[config.mk]
export PLATFORM = sky130hd
export DESIGN_NAME = transpose_stream_framer_flat
export DESIGN_NICKNAME = d
export VERILOG_FILES = /design/src/rtl/transpose_stream_framer_if.sv /design/src/rtl/transpose_stream_framer.sv /design/src/flat_wrapper.sv
export SDC_FILE = /design/constraint.sdc
export NUM_CORES = 1
export LEC_CHECK = 0
export CAP_MARGIN = 20
export CORE_ASPECT_RATIO = 1.5
export CORE_MARGIN = 1
export CORE_UTILIZATION = 55
export CTS_BUF_LIST = sky130_fd_sc_hd__clkbuf_4 sky130_fd_sc_hd__clkbuf_8
export DETAILED_ROUTE_END_ITERATION = 10
export PLACE_DENSITY = 0.71
export SLEW_MARGIN = 20
export SYNTH_ARGS = -nofsm -noshare
export SYNTH_HDL_FRONTEND = slang
export SYNTH_SLANG_ARGS = --single-unit
[constraint.sdc]
create_clock -name clk -period 5.9 [get_ports clk]
set_clock_uncertainty 0.15 [all_clocks]
set_input_delay 1.18 -clock clk [delete_from_list [all_inputs] [get_ports clk]]
set_output_delay 1.18 -clock clk [all_outputs]
set_load 0.05 [all_outputs]
[src/rtl/transpose_stream_framer_if.sv]
// Stream bundle for transpose_stream_framer: valid-only input side and
// valid/ready output side carrying column-end and frame-end tags.
interface transpose_stream_framer_if #(
    parameter int unsigned DATA_W = 16
);
    logic [DATA_W-1:0] in_data;
    logic              in_valid;
    logic [DATA_W-1:0] out_data;
    logic              out_valid;
    logic              out_ready;
    logic              out_last;
    logic              out_frame_end;

    modport master (
        output in_data, in_valid, out_ready,
        input  out_data, out_valid, out_last, out_frame_end
    );

    modport slave (
        input  in_data, in_valid, out_ready,
        output out_data, out_valid, out_last, out_frame_end
    );
endinterface

[src/rtl/transpose_stream_framer.sv]
// Buffers the non-stallable transposed word stream in a FIFO and re-emits it on
// valid/ready with column-end / frame-end tags, flagging drops from backpressure.
module transpose_stream_framer #(
    parameter int unsigned DATA_W     = 16,
    parameter int unsigned COL_LEN    = 256,
    parameter int unsigned NUM_COLS   = 512,
    parameter int unsigned FIFO_DEPTH = 64,
    parameter int unsigned LVL_W      = $clog2(FIFO_DEPTH) + 1
) (
    input  logic                   clk,
    input  logic                   rst_n,
    transpose_stream_framer_if.slave io,
    output logic [LVL_W-1:0]       fifo_level,
    output logic                   overflow,
    input  logic                   clr_overflow,
    output logic [15:0]            frames_done,
    output logic                   busy
);
    localparam int unsigned PTR_W = $clog2(FIFO_DEPTH);
    localparam int unsigned ROW_W = (COL_LEN > 1) ? $clog2(COL_LEN) : 1;
    localparam int unsigned COL_W = (NUM_COLS > 1) ? $clog2(NUM_COLS) : 1;

    // Entry layout: {frame_end, last, data}
    typedef logic [DATA_W+1:0] entry_t;

    entry_t             mem_q [FIFO_DEPTH];
    entry_t             head;
    logic [PTR_W-1:0]   wr_ptr_q, wr_ptr_d, rd_ptr_q, rd_ptr_d;
    logic [LVL_W-1:0]   level_q, level_d;
    logic [ROW_W-1:0]   row_q, row_d;
    logic [COL_W-1:0]   col_q, col_d;
    logic               overflow_q, overflow_d;
    logic [15:0]        frames_q, frames_d;
    logic               busy_q;
    logic               empty, full, push, pop, drop, last_tag, fe_tag;

    assign head = mem_q[rd_ptr_q];

    always_comb begin
        empty    = (level_q == '0);
        full     = (level_q == LVL_W'(FIFO_DEPTH));
        pop      = !empty && io.out_ready;
        push     = io.in_valid && (!full || pop);
        drop     = io.in_valid && full && !pop;
        last_tag = (row_q == ROW_W'(COL_LEN - 1));
        fe_tag   = last_tag && (col_q == COL_W'(NUM_COLS - 1));

        // Counters advance on every input word, dropped or not, to stay frame-aligned.
        row_d = row_q;
        col_d = col_q;
        if (io.in_valid) begin
            if (last_tag) begin
                row_d = '0;
                col_d = fe_tag ? '0 : col_q + COL_W'(1);
            end else begin
                row_d = row_q + ROW_W'(1);
            end
        end

        wr_ptr_d = wr_ptr_q + PTR_W'(push);
        rd_ptr_d = rd_ptr_q + PTR_W'(pop);
        level_d  = level_q;
        case ({push, pop})
            2'b10:   level_d = level_q + LVL_W'(1);
            2'b01:   level_d = level_q - LVL_W'(1);
            default: level_d = level_q;
        endcase

        overflow_d = overflow_q;
        if (drop) begin
            overflow_d = 1'b1;
        end else if (clr_overflow) begin
            overflow_d = 1'b0;
        end

        frames_d = frames_q + 16'(pop && head[DATA_W+1]);
    end

    always_ff @(posedge clk) begin
        if (push) begin
            mem_q[wr_ptr_q] <= {fe_tag, last_tag, io.in_data};
        end
    end

    always_ff @(posedge clk or negedge rst_n) begin
        if (!rst_n) begin
            wr_ptr_q   <= '0;
            rd_ptr_q   <= '0;
            level_q    <= '0;
            row_q      <= '0;
            col_q      <= '0;
            overflow_q <= 1'b0;
            frames_q   <= '0;
            busy_q     <= 1'b0;
        end else begin
            wr_ptr_q   <= wr_ptr_d;
            rd_ptr_q   <= rd_ptr_d;
            level_q    <= level_d;
            row_q      <= row_d;
            col_q      <= col_d;
            overflow_q <= overflow_d;
            frames_q   <= frames_d;
            busy_q     <= (level_d != '0) || (row_d != '0) || (col_d != '0);
        end
    end

    // Head is gated so idle outputs read as zero, including straight out of reset.
    always_comb begin
        io.out_valid     = !empty;
        io.out_data      = empty ? '0 : head[DATA_W-1:0];
        io.out_last      = !empty && head[DATA_W];
        io.out_frame_end = !empty && head[DATA_W+1];
    end

    assign fifo_level  = level_q;
    assign overflow    = overflow_q;
    assign frames_done = frames_q;
    assign busy        = busy_q;
endmodule

[src/flat_wrapper.sv]
// flat-port wrapper written by rule: the top's interface ports become plain ports
module transpose_stream_framer_flat 
#(
    parameter int unsigned DATA_W     = 16,
    parameter int unsigned COL_LEN    = 256,
    parameter int unsigned NUM_COLS   = 512,
    parameter int unsigned FIFO_DEPTH = 64,
    parameter int unsigned LVL_W      = $clog2(FIFO_DEPTH) + 1
)
  (clk, rst_n, fifo_level, overflow, clr_overflow, frames_done, busy, io_in_data, io_in_valid, io_out_ready, io_out_data, io_out_valid, io_out_last, io_out_frame_end);
  transpose_stream_framer_if #(.DATA_W(DATA_W)) io_i ();
  input  logic clk;
  input  logic rst_n;
  output logic [LVL_W-1:0] fifo_level;
  output logic overflow;
  input  logic clr_overflow;
  output logic [15:0] frames_done;
  output logic busy;
  input wire logic [$bits(io_i.in_data)-1:0] io_in_data;
  input wire logic [$bits(io_i.in_valid)-1:0] io_in_valid;
  input wire logic [$bits(io_i.out_ready)-1:0] io_out_ready;
  output wire logic [$bits(io_i.out_data)-1:0] io_out_data;
  output wire logic [$bits(io_i.out_valid)-1:0] io_out_valid;
  output wire logic [$bits(io_i.out_last)-1:0] io_out_last;
  output wire logic [$bits(io_i.out_frame_end)-1:0] io_out_frame_end;
  assign io_i.in_data = io_in_data;
  assign io_i.in_valid = io_in_valid;
  assign io_i.out_ready = io_out_ready;
  assign io_out_data = io_i.out_data;
  assign io_out_valid = io_i.out_valid;
  assign io_out_last = io_i.out_last;
  assign io_out_frame_end = io_i.out_frame_end;
  transpose_stream_framer #(.DATA_W(DATA_W), .COL_LEN(COL_LEN), .NUM_COLS(NUM_COLS), .FIFO_DEPTH(FIFO_DEPTH), .LVL_W(LVL_W)) u_core (.clk(clk), .rst_n(rst_n), .io(io_i), .fifo_level(fifo_level), .overflow(overflow), .clr_overflow(clr_overflow), .frames_done(frames_done), .busy(busy));
endmodule
==> impl_metrics.ini <==
[placed_design]
dp_cells = 3279
dpl.hpwl_um = 62400
place.gp.congestion = 0.863
portBuffers = 64

[cts]
clock_path_buffers = 3
cts_root_buf = clkbuf_8
cts-buffers-inserted = 171
cts_tree = done
path_clk_slew_ns = 0.07
clkLatencyLatePin_ns = 0.86
cts.sinks = 1206
post_cts_resized = 0
htreeDepth = 4

[setup_path]
timing.rr.start = u_core.rd_ptr_q[1]$_DFF_PN0_
rr_worst_depth = 13
path_max_fanout = 43
arrival_ns = 4.37
critPathKind = flip-flop to primary output
r2r_slack_ns = 1.59
crit_path_end_kind = primary output
crit_path_start_kind = flip-flop
r2r_end = u_core.frames_done[14]$_DFF_PN0_
required_ns = 4.57

[die]
fp-row-count = 130
start_util_pct = 55.7
die_w_um = 240
dieArea_um2 = 86400
ios = 65
die_h_um = 359
core_area_um2 = 84100

[grt]
grt.overflow.total = 0
grt_max_degree = 66
grt_pass1_wl_um = 158000
antenna_found_initial = 5
grt_use_total_pct = 26.2
grt_pass1_vias = 23800

[synthesis]
synth_top_cells_by_area = edfxtp_1, mux4_2, dfrtp_1
synth.most_common_cell = edfxtp_1
ys_warn_count = 0
mappedNetlistArea_um2 = 46900
syn_area_per_cell_um2 = 22.2
synth_nets = 2143
synth_cells = 2112
synth_flop_cell = edfxtp_1
synth_top_area_share_pct = 73.8
ys_top_cells_by_count = edfxtp_1, mux4_2, nor2_1, dfrtp_1, clkbuf_1
synth.distinct_cells = 55
synth-async-reset-ratio_pct = 4.48
yosys.area.top_type = edfxtp_1
synth-seq-cells = 1206
ys_seq_area_share_pct = 76.7
synth_edf_count = 1152

[timing]
hold_viol_final = 0
finalSetupViolations = 0
final-max-slew-violation-count = 0
slew_headroom_pct = 31.1
tightest_slew_ns = 1.03
grt_setup_unrepaired = false
final.setup.tns_ns = 0
fmax_ghz = 0.175
period_needed_ns = 5.70
post-route-period-util_pct = 96.6
timing.hold.ws_ns = 0.323

[detailed_routing]
routed-via-count = 22600
routed_wl_um = 109000
drc_errors = 0
firstDrtPassIters = 7
drt-initial-drc-count = 2538
vias_per_cell = 6.31
wl_per_cell_um = 30.3
antenna_left = 0

[min_path]
min_path_type = input port to async pin

[power]
vdd.ir_drop.worst_mv = 0.711
cellPowerDensity_nw_per_um2 = 457
power_w = 0.0242
p_leak_nw = 17.0

[cells_and_area]
fin_util_pct = 62.9
stdcell_count = 3589
area_growth_pct = 12.8
drive_gt1_share_pct = 32.4
nNetsFinal = 2365

[job]
drv_cap = 0

[status]
status = finished clean
[cell type report]
cell class	instances	area (µm²)
Sequential cell	1206	36000
Clock inverter	90	562
Fill cell	5582	31200
Timing Repair Buffer	160	1470
Inverter	10	37.5
Clock buffer	215	2730
Tap cell	1122	1400
Multi-Input combinational cell	785	10700
Antenna cell	1	2.50
[routing by layer]
| layer | track usage (%) | wire, µm |
|---|---|---|
| met1 | 33.5 | 39800 |
| met2 | 43.5 | 56500 |
| met3 | 5.57 | 8410 |
| met4 | 10.9 | 4210 |
| met5 | 0 | 13 |
[what timing repair did]
action,in CTS,in global routing
buffers inserted,0,4
setup endpoints to repair,0,4
hold buffers,0,0
[cells by family (layout without fill, tap and decap cells)]
group           count (synthesis)  after routing  synth area share [%]
flops                        1206           1206                  76.7
mux                           381            381                  17.3
simple gates                  256            256                  2.67
buf+inv                       121            475                  1.04
compound gates                108            108                  1.45
xor+xnor                       30             30                 0.561
fa+ha+maj                      10             10                 0.267
other cells                     0              1                     0
[worst max-delay path, cell delays in order (launching register included)]
cell             delay [ns]
dfrtp_4                0.90
buf_12                 0.34
mux4_2                 0.36
mux4_2                 0.55
nor2b_1                0.20
a21oi_1                0.12
o21ai_0                0.21
clkdlybuf4s50_1        0.76
[where the power goes]
group	internal [W]	total [W]	switching, W
combinational	0.00328	0.00760	0.00432
sequential	0.00976	0.0102	0.000449
clock	0.00326	0.00634	0.00308
total	0.0163	0.0242	0.00784
[flip-flops by register name, summed over array words and instances, names as in the netlist]
| signal | cells |
|---|---|
| u_core.busy | 1 |
| u_core.col_q | 9 |
| u_core.fifo_level | 7 |
| u_core.frames_done | 16 |
| u_core.mem_q | 1152 |
| u_core.overflow | 1 |
| u_core.rd_ptr_q | 6 |
| u_core.row_q | 8 |
| u_core.wr_ptr_q | 6 |
[layout by cell type (no fill, tap or decap), types with 6 or more instances in the layout]
cell type	n
edfxtp_1	1152
mux4_2	343
clkbuf_8	179
buf_4	97
nand2_1	51
dfrtp_1	50
nor2_2	47
clkdlybuf4s50_1	47
clkinv_1	43
clkbuf_4	36
mux2i_1	35
nor2_1	32
o21ai_0	30
clkinv_2	28
a21oi_1	26
nand3_1	23
nor2b_1	23
a22oi_1	19
nor2_4	18
xnor2_1	17
and3_1	15
xor2_1	13
buf_12	12
ha_1	10
clkinvlp_4	10
inv_1	9
o31ai_1	7
a31oi_1	7
nor3_1	6
[worst max path at each step]
stage                                       from                     to  slack (ns)
floorplan           u_core.rd_ptr_q[1]$_DFF_PN0_        io_out_data[10]        1.32
global placement                     io_in_valid  u_core.busy$_DFF_PN0_        1.01
detailed placement  u_core.rd_ptr_q[0]$_DFF_PN0_       io_out_frame_end        0.98
CTS                 u_core.rd_ptr_q[0]$_DFF_PN0_       io_out_frame_end        0.03
global route        u_core.rd_ptr_q[1]$_DFF_PN0_         io_out_data[4]        0.07
finish              u_core.rd_ptr_q[1]$_DFF_PN0_         io_out_data[4]        0.20
[stage by stage]
stage               area [µm²]  worst slack [ns]
detailed placement       49500             0.980
floorplan                46900              1.32
CTS                      52800            0.0273
global placement         49500              1.01
finish                   52900             0.201
global route             52900            0.0739
No activity file was read; power rests on OpenSTA's default activity.
